--- config.mk ---
export PLATFORM = sky130hd
export DESIGN_NAME = nibble_dispenser
export DESIGN_NICKNAME = d
export VERILOG_FILES = /design/src/rtl/nibble_dispenser.sv
export SDC_FILE = /design/constraint.sdc
export NUM_CORES = 1
export LEC_CHECK = 0
export CORE_AREA = 2 2 65 67
export CTS_CLUSTER_DIAMETER = 150
export DETAILED_ROUTE_END_ITERATION = 10
export DIE_AREA = 0 0 67 69
export GPL_ROUTABILITY_DRIVEN = 0
export SETUP_SLACK_MARGIN = 0.1
export SLEW_MARGIN = 20
export SYNTH_ARGS = -nofsm -noshare
export SYNTH_HDL_FRONTEND = slang
export SYNTH_SLANG_ARGS = --single-unit
--- constraint.sdc ---
create_clock -name clk -period 7.05 [get_ports clk]
set_input_delay 1.0575 -clock clk [delete_from_list [all_inputs] [get_ports clk]]
set_output_delay 1.0575 -clock clk [all_outputs]
set_load 0.01 [all_outputs]
--- src/rtl/nibble_dispenser.sv ---
// nibble_dispenser: loads an 8-bit total and streams it out as chunks of at
// most MAX_STEP over a valid/ready handshake. Every output is a register.
module nibble_dispenser #(
  parameter int unsigned MAX_STEP = 15
) (
  input  logic       clk,
  input  logic       reset,
  input  logic       load,
  input  logic [7:0] total,
  output logic [3:0] data,
  output logic       data_valid,
  input  logic       data_ready,
  output logic       busy,
  output logic       done,
  output logic [7:0] remaining,
  output logic [7:0] chunk_count
);

  if (MAX_STEP < 1 || MAX_STEP > 15) begin : g_bad_max_step
    $error("nibble_dispenser: MAX_STEP must be in 1..15");
  end

  localparam logic [7:0] MAX_STEP8 = 8'(MAX_STEP);

  typedef enum logic [1:0] {
    IDLE,
    EMIT,
    DONE
  } state_t;

  state_t     state, state_nxt;
  logic [3:0] data_nxt;
  logic       valid_nxt;
  logic [7:0] rem_nxt;
  logic [7:0] cnt_nxt;
  logic [7:0] left;

  function automatic logic [3:0] clip(input logic [7:0] v);
    if (v > MAX_STEP8) return MAX_STEP8[3:0];
    return v[3:0];
  endfunction

  // Next-state and next-output computation; everything holds by default.
  always_comb begin
    state_nxt = state;
    data_nxt  = data;
    valid_nxt = data_valid;
    rem_nxt   = remaining;
    cnt_nxt   = chunk_count;
    left      = remaining - {4'b0000, data};
    unique case (state)
      IDLE: begin
        if (load) begin
          rem_nxt = total;
          cnt_nxt = '0;
          if (total != '0) begin
            state_nxt = EMIT;
            valid_nxt = 1'b1;
            data_nxt  = clip(total);
          end else begin
            state_nxt = DONE;
          end
        end
      end
      EMIT: begin
        if (data_valid && data_ready) begin
          rem_nxt = left;
          cnt_nxt = (chunk_count == '1) ? chunk_count : chunk_count + 8'd1;
          if (left == '0) begin
            valid_nxt = 1'b0;
            data_nxt  = '0;
            state_nxt = DONE;
          end else begin
            data_nxt = clip(left);
          end
        end
      end
      DONE: begin
        state_nxt = IDLE;
      end
      default: begin
        state_nxt = IDLE;
      end
    endcase
  end

  // State and output registers; busy/done are decoded from the next state
  // so that they come straight out of flops.
  always_ff @(posedge clk or negedge reset) begin
    if (!reset) begin
      state       <= IDLE;
      data        <= '0;
      data_valid  <= 1'b0;
      remaining   <= '0;
      chunk_count <= '0;
      busy        <= 1'b0;
      done        <= 1'b0;
    end else begin
      state       <= state_nxt;
      data        <= data_nxt;
      data_valid  <= valid_nxt;
      remaining   <= rem_nxt;
      chunk_count <= cnt_nxt;
      busy        <= (state_nxt != IDLE);
      done        <= (state_nxt == DONE);
    end
  end

endmodule

== Word-level counts from Yosys, hierarchy flattened ==
Index checks and enable logic that the tools add are counted.

* Add/sub/neg operators: 2
* Magnitude comparators: 2
* Eq/ne operators: 8
* Mux-type cells: 34
* Reductions and logical operators: 10

{| class="wikitable"
|+ Operators with widths
! kind !! number
|-
| two-way mux 8 bit || 5
|-
| two-way mux 4 bit || 8
|-
| case mux 8 bit (2 select lines) || 2
|-
| greater-than comparator 8 x 4 -> 1 bit, second input constant || 2
|-
| two-way mux 1 bit || 12
|-
| != test 2 bit, second input constant || 5
|-
| adder 8 x 1 -> 8 bit, second input constant || 1
|-
| equality test 8 bit, second input constant || 1
|-
| logical NOT 8 bit || 1
|-
| two-way mux 2 bit || 4
|-
| case mux 4 bit (2 select lines) || 1
|-
| AND reduction 4 bit || 2
|-
| nonzero test 8 bit || 1
|-
| subtractor 8 x 4 -> 8 bit || 1
|-
| AND reduction 5 bit || 1
|-
| case mux 2 bit (2 select lines) || 1
|-
| nonzero test 2 bit || 2
|-
| AND reduction 3 bit || 1
|-
| equality test 2 x 1 -> 1 bit, second input constant || 1
|-
| equality test 2 bit, second input constant || 1
|-
| logical NOT 2 bit || 1
|-
| case mux 1 bit (2 select lines) || 1
|-
| logical AND 1 bit || 1
|}

* Bits in registers: 25
* Input bits: 12
* Output and inout port bits: 23

== Logic depth before layout (Yosys ltp) ==
* Depth in word-level cells: 10
* Gate-level depth with buffers: 10

== Worst setup path after synthesis ==
OpenSTA, ideal clock, no wires.

* Path kind: input-to-reg
* From: input port total[5]
* To: register data[1]
* Library setup time: 0.064 ns
* Arrival: 2.278 ns
* Data required time: 6.986 ns
* Slack: 4.707 ns
* Stages on the path: 6
* Path buffers: 0
* Path through: nor4_1 > nand2_1 > o31ai_2 > nor3_1 > a21oi_1 > o21a_1

* Longest elaborated chain between the ends: 9
* Elaborated cells between the ends (all ways): 12
* Those cells by class: order compare (1); eq/ne (1); mux (8); reduce/logical (2)

{| class="wikitable"
|+ Ends and longest elaborated chain
! item !! RTL line !! source
|-
| start: declaration || 9 || <nowiki>input logic [7:0] total,</nowiki>
|-
| greater-than comparator 8 x 4 -> 1 bit || 39 || <nowiki>if (v > MAX_STEP8) return MAX_STEP8[3:0];</nowiki>
|-
| two-way mux 1 bit || 39 ||
|-
| two-way mux 1 bit || 56 || <nowiki>if (total != '0) begin</nowiki>
|-
| two-way mux 1 bit || 53 || <nowiki>if (load) begin</nowiki>
|-
| two-way mux 1 bit || 51 || <nowiki>unique case (state)</nowiki>
|-
| two-way mux 4 bit || 40 || <nowiki>return v[3:0];</nowiki>
|-
| two-way mux 4 bit || 56 ||
|-
| two-way mux 4 bit || 53 ||
|-
| case mux 4 bit (2 select lines) || 51 ||
|-
| end signal: assignment || 100 || <nowiki>data <= data_nxt;</nowiki>
|-
| end: declaration || 10 || <nowiki>output logic [3:0] data,</nowiki>
|}

Several ways; a longest one is shown, not always the timed one. The select of a mux whose other input is x is not followed.
A chain may end at the register's enable or synchronous reset.

== Worst setup path after layout ==
Same ends and word-level chain as after synthesis.

==> summary.md <==
| Metric | Value |
|---|---|
| Post-CTS resize count | `0` |
| Cell taking the most area after synthesis | `dfrtp_1` |
| Post-route ant nets | `0` |
| Top cell type's share of synthesized area | `approximately two fifths` |
| Ant diodes | `0` |
| Final hold violation count | `0` |
| H-tree levels | `1` |
| Sw Share | `23.7%` |
| Die height | `between 60 and 70 µm` |
| CTS root buf | `clkbuf_8` |
| Peak VDD IR | `~0.000063 V` |
| Inserted Clock Buffers | `3` |
| Clk_skew | `a little under 0.006 ns` |
| Switch Pwr | `~0.062 mW` |
| Final core utilization | `between 50% and 60%` |
| Worst Path Required | `roughly 7.3 ns` |
| Synth top area cells | `dfrtp_1 (41%), a21oi_1 (4.9%), ha_1 (4.9%)` |
| Site Rows | `23` |
| Reg area | `between 600 and 700 µm²` |
| Vias in the first global route | `1334` |
| Die X | `between 60 and 70 µm` |
| WL/cell | `14.0 µm` |
| Post-Syn Nets | `192` |
| CP arrival | `roughly 3.0 ns` |
| RR Endpoint | `data_valid` |
| Hold Path Class | `flip-flop to flip-flop` |
| Synth warnings | `0` |
| Crit-path slowest cell | `o31ai_2` |
| Internal power | `about 0.20 mW` |
| Filler Cells Inserted | `~400` |
| Boundary Pins | `35` |
| Adder-Cell Fraction of Synth Area | `6.26%` |
| Gr usage total | `between 10% and 20%` |
| R2R depth | `10` |
| Synth Register Bits | `25` |
| Drt via density | `5.33` |
| Commonest non-fill, non-tap cell in the layout | `clkdlybuf4s50_1` |
| Die ar. | `roughly 4600 µm²` |
| Share of layout cells above drive strength 1 | `under 10%` |
| Largest net degree at the start of global routing | `26` |
| Largest family of logic cells by synthesized area | `simple AND/OR/NAND/NOR gates` |
| Finish-stage setup viols | `0` |
| Routed WL | `roughly 3.6 mm` |
| Global-route wire length before repair | `between 6 and 7 mm` |
| Post-Synth Simple-Gate Area | `about a quarter` |
| Synth Area in Compound Gates | `between 20% and 30%` |
| Internal reg-to-reg setup slack | `roughly 4.6 ns` |
| CTS tree | `built` |
| Initial antenna violation count | `0` |
| Post-DP Area | `roughly 1900 µm²` |
| Max_cap viols | `0` |
| RSZ-0062 raised after global routing | `no` |
| Post-synthesis mux area share | `0.659%` |
| Power Density | `134 nW/µm²` |
| Dpl ws | `a little under 4 ns` |
| Post-Syn Area per Cell | `between 8 and 9 µm²` |
| Starting density of the core | `between 30% and 40%` |
| Max Slew Vio Count | `0` |
| Area Overhead vs Synth | `29.0%` |
| Post-route cell area | `1960 µm²` |
| Worst Setup EP | `data[1]` |
| Setup ws final | `roughly 4.2 ns` |
| Sequential fraction of the synthesis area | `41.2%` |
| F_max | `between 0.3 and 0.4 GHz` |
| Rel. slew slack | `about 55%` |
| Hold WS | `~0.52 ns` |
| DRC Markers | `0` |
| Tcrit/Tclk final | `about two fifths` |
| Cells after Synth | `roughly 170` |
| Setup tns final | `0 ns` |
| Post-CTS Setup Bufs | `0` |
| Post-layout nets | `between 200 and 250` |
| Leakage | `0.819 nW` |
| Clock share of power | `between 30% and 40%` |
| CP cell instances | `clkdlybuf4s50_1 -> nor4_1 -> nand2_1 -> o31ai_2 -> nor3_1 -> a21oi_1 -> o21a_1` |
| Synthesized area | `around 1500 µm²` |
| Hpwl dp | `between 2 and 3 mm` |
| Total Power | `0.262 mW` |
| Final Critical Period | `2.83 ns` |
| Crit-path max FO | `9` |
| Hold_buf cts | `0` |
| Worst reg2reg startpoint | `remaining[0]` |
| Worst skew pair latency | `between 0.2 and 0.3 ns` |
| Placed cells | `between 200 and 300` |
| Setup CP Type | `input port to flip-flop` |
| Number of distinct library cells after synthesis | `40` |
| TritonCTS sink count | `25` |
| Vias | `1375` |
| Commonest cells after routing, fill and taps aside | `clkdlybuf4s50_1 (34), dfrtp_1 (25), nor2_1 (19), nand2_1 (19), a21oi_1 (15)` |
| Critical Path Source | `total[5]` |
| Outcome | `complete, no violations` |
| Core ar. | `3910 µm²` |
| Comb power frac | `between 10% and 20%` |
| Worst-margin pin slew | `between 0.6 and 0.7 ns` |
| Layout Cells excl Fill | `258` |
| Area of the multi-input gates | `roughly 860 µm²` |
| CTS clk-pin slew, worst paths | `around 0.090 ns` |
| Critical path's largest stage delay | `0.53 ns` |
| DRT iter0 DRCs | `76` |
| Remaining Overflow, GRT | `0` |
| Sequential Power Share | `a little under three fifths` |
| Port Buffers | `34` |
| Startpoint Class | `input port` |
| Synth Area in XOR/XNOR | `about 4.6%` |
| CP endpoint kind | `flip-flop` |
| Drt pass-1 iters | `4` |
| Clock tree buffer depth | `2` |
==> layer usage <==
metal  vias up  global-route usage (%)  wire [µm]
met5         -                       0          0
met4         0                    5.67         70
met3         7                    2.77        164
met2        37                    28.6       1780
met1       640                    22.2       1600
li1        691                       -          -
==> power by group through the flow <==
| stage | Clock, mW | Sequential [mW] | Combinational (mW) |
|---|---|---|---|
| floorplan | 0 | 0.151 | 0.0101 |
| global placement | 0 | 0.150 | 0.0275 |
| detailed placement | 0 | 0.150 | 0.0277 |
| CTS | 0.0894 | 0.147 | 0.0279 |
| global route | 0.0962 | 0.148 | 0.0308 |
| finish | 0.0874 | 0.147 | 0.0276 |
==> final cells by class <==
| class | count | share of cell area (%) |
|---|---|---|
| clock buffer | 4 | 2.30 |
| timing repair buffer | 35 | 17.8 |
| tap | 50 | 3.19 |
| inverter | 6 | 1.15 |
| sequential | 25 | 31.9 |
| multi-input combinational | 138 | 43.7 |
==> kinds of logic after synthesis <==
kind of cell / Yosys count
AOI/OAI and AO/OA: 50
xor gates and xnor gates: 8
adders and majority gates: 7
buffers and inverters: 10
DFF: 25
muxes: 1
and+or+nand+nor: 72
==> registers in the layout, summed over array words and instances, names as in the netlist <==
| name | cells |
|---|---|
| data_valid | 1 |
| busy | 1 |
| done | 1 |
| chunk_count | 8 |
| data | 4 |
| state | 2 |
| remaining | 8 |
==> cell usage after synthesis <==
master,count
o31ai_1,4
a211oi_1,1
mux2i_1,1
nor4_1,2
nand2_2,1
fa_1,1
and3_1,2
o22ai_1,3
o31ai_2,1
nor2_4,1
a31oi_1,2
ha_1,6
o21ai_0,12
a2bb2oi_1,1
o22a_1,3
nor3_1,5
or2_2,3
or2b_1,1
dfrtp_1,25
o41ai_1,1
a21oi_1,15
and2_1,2
a21oi_4,1
o21a_1,2
nand2b_1,3
nand4_1,3
nor4b_1,1
nand2_1,19
xnor2_1,3
nor2b_1,1
clkbuf_1,3
inv_1,6
nor2_1,19
nand3_1,5
nand4b_1,2
a21o_1,2
or3_1,2
a22o_1,2
xor2_1,5
buf_1,1
==> worst max-delay path: cells and delay by family <==
| family | cells | cell delay (ns) |
|---|---|---|
| and+or+nand+nor | 3 | 0.77 |
| buffers and inverters | 1 | 0.42 |
| AOI/OAI and AO/OA | 3 | 0.79 |
==> worst min-delay path by stage <==
stage | startpoint | depth (start not counted) | to | slack (ns)
4_1_cts | remaining[2] | 2 | remaining[2] | 0.53
3_5_place_dp | remaining[2] | 2 | remaining[2] | 0.51
5_1_grt | remaining[3] | 2 | remaining[3] | 0.58
2_1_floorplan | remaining[2] | 2 | remaining[2] | 0.54
6_report | remaining[2] | 2 | remaining[2] | 0.52
3_3_place_gp | remaining[2] | 2 | remaining[2] | 0.50
No activity file was read; power rests on OpenSTA's default activity.
==> variant: new RTL, same settings <==
Put one more register stage on the output `chunk_count`, with the module's reset. The value now appears one clock later. The other outputs are not delayed to match.
--- a/src/rtl/nibble_dispenser.sv
+++ b/src/rtl/nibble_dispenser.sv
@@ -15,6 +15,8 @@
   output logic [7:0] remaining,
   output logic [7:0] chunk_count
 );
+
+  logic [7:0] chunk_count_s0;
 
   if (MAX_STEP < 1 || MAX_STEP > 15) begin : g_bad_max_step
     $error("nibble_dispenser: MAX_STEP must be in 1..15");
@@ -46,7 +48,7 @@
     data_nxt  = data;
     valid_nxt = data_valid;
     rem_nxt   = remaining;
-    cnt_nxt   = chunk_count;
+    cnt_nxt   = chunk_count_s0;
     left      = remaining - {4'b0000, data};
     unique case (state)
       IDLE: begin
@@ -65,7 +67,7 @@
       EMIT: begin
         if (data_valid && data_ready) begin
           rem_nxt = left;
-          cnt_nxt = (chunk_count == '1) ? chunk_count : chunk_count + 8'd1;
+          cnt_nxt = (chunk_count_s0 == '1) ? chunk_count_s0 : chunk_count_s0 + 8'd1;
           if (left == '0) begin
             valid_nxt = 1'b0;
             data_nxt  = '0;
@@ -92,7 +94,7 @@
       data        <= '0;
       data_valid  <= 1'b0;
       remaining   <= '0;
-      chunk_count <= '0;
+      chunk_count_s0 <= '0;
       busy        <= 1'b0;
       done        <= 1'b0;
     end else begin
@@ -100,11 +102,19 @@
       data        <= data_nxt;
       data_valid  <= valid_nxt;
       remaining   <= rem_nxt;
-      chunk_count <= cnt_nxt;
+      chunk_count_s0 <= cnt_nxt;
       busy        <= (state_nxt != IDLE);
       done        <= (state_nxt == DONE);
     end
   end
 
+  always_ff @(posedge clk or negedge reset) begin
+    if (!reset) begin
+      chunk_count <= '0;
+    end else begin
+      chunk_count <= chunk_count_s0;
+    end
+  end
+
 endmodule
 
Function: changed (a bounded check fails within 4 cycles, from zero or initial values and one cycle with reset low).
==> variant against the original RTL <==
Synthesized cell count increased by 7.5%. First-iteration DRC count grew 74%. Final area grew 17%. Synthesized area increased by 18%. Routed wire length grew 22%. Sequential cell count increased by 8. Worst setup slack gained 0.12 ns.
Power is left out: it rests on default switching activity, and per cell area and clock period it moved more than threefold.
==> variant: results (changes against the original RTL) <==
Critical path
  • Timing endpoint of the critical path: data[0]$_DFFE_PN0P_
  • Worst r2r path cells: 9 (-1)
  • Reg-to-reg slack, setup: 4.64 ns (about the same)
  • Crit path from: load
  • CP Max Fanout: 20 (+11)
  • Critical Path AT: 2.85 ns (-0.19 ns)

Logic synthesis
  • Compound-Gate Fraction of Synth Area: 18.5% (-2.9 points)
  • Post-synthesis sequential area ratio: 46.0% (+4.8 points)
  • Top post-synthesis cells by count: dfrtp_1 (33), nor2_1 (21), a21oi_1 (14), nand2_1 (14), o21ai_0 (14)
  • Distinct cells, synth: 46 (+15%)
  • Post-Synth XOR/XNOR Area: 3.42% (-1.2 points)
  • Syn_nets: 205 (+6.8%)
  • Mux contribution to synthesized area: 0.558% (-0.10 points)
  • Ranking of synthesized cells by area: dfrtp_1 (46%), nor2_1 (4.4%), ha_1 (4.2%), a21oi_1 (3.9%), o21ai_0 (3.9%)
  • Synthesized netlist cell count: 186 (+7.5%)

Drt
  • Routed wl met3: 293 um (+79%)
  • Met2 wire len: 1.92 mm (+7.5%)
  • Wirelength, routed: 4.40 mm (+22%)
  • DRT iter0 DRCs: 132 (+74%)
  • Wire length on met1: 2.15 mm (+35%)
  • WL per Instance: 16.1 um (+15%)
  • Drt pass-1 iters: 5 (+1)

Hold path
  • Hold EP: chunk_count[7]$_DFF_PN0_
  • Hold Crit Depth: 0 (-2)
  • HP Start: chunk_count_s0[7]$_DFFE_PN0P_
  • Min-Delay Path Class: reg -> reg

GRT
  • GRT Util Overall: 21.4% (+4.3 points)
  • First-pass GRT wire length: 7.60 mm (+22%)
  • Grt met3 use: 5.38% (+2.6 points)
  • Vias in the first global route: 1532 (+15%)
  • Met1 usage: 32.3% (+10 points)
  • Largest net degree at the start of global routing: 34 (+31%)

Clock network
  • Clk slew on worst S/H paths: 0.06 ns (-0.03 ns)
  • Cts bufs inserted: 5 (+2)
  • H-tree levels: 2 (+1)
  • Worst skew pair latency: 0.29 ns (+0.02 ns)

Placed design
  • Final HPWL DP: 3.12 mm (+14%)

Finish
  • Final net count: 242 (+6.1%)
  • Fillcell total: 382 (-3.8%)
  • Top Registers: chunk_count x8, chunk_count_s0 x8, remaining x8
  • Layout cell share with drive strength beyond 1: 9.38% (+4.1 points)
  • Ant. Diodes: 0 (unchanged)

Status
  • Status: completed

STA
  • Max_slew headroom: 28.6% (-27 points)
  • Layout Skew: 0.0104 ns (+0.00454 ns)
-- variant: stage by stage --
| stage | area, sq um | hold slack [ns] | utilization (%) | setup slack [ns] |
|---|---|---|---|---|
| floorplan | 1790 | 0.393 | - | 4.65 |
| global placement | 2180 | 0.416 | 55.6 | 4.08 |
| detailed placement | 2180 | 0.414 | 55.6 | 4.06 |
| CTS | 2290 | 0.429 | 58.6 | 4.37 |
| global route | 2290 | 0.459 | 58.6 | 4.20 |
| finish | 2290 | 0.421 | 58.6 | 4.34 |
-- variant: area by class of cell --
| type | instances | area share [%] |
|---|---|---|
| clock buffers | 7 | 3.76 |
| clock inverters | 1 | 1.31 |
| inverters | 5 | 0.818 |
| multi-input cells | 143 | 40.2 |
| flip-flops and latches | 33 | 36.0 |
| well taps | 50 | 2.73 |
| repair buffers | 35 | 15.2 |
-- variant: worst max-delay path, stage by stage --
cell and delay (ns):
clkdlybuf4s50_1 0.52, nand2b_1 0.11, a21o_1 0.42, or4_4 0.52, o22ai_1 0.16, a21oi_1 0.06
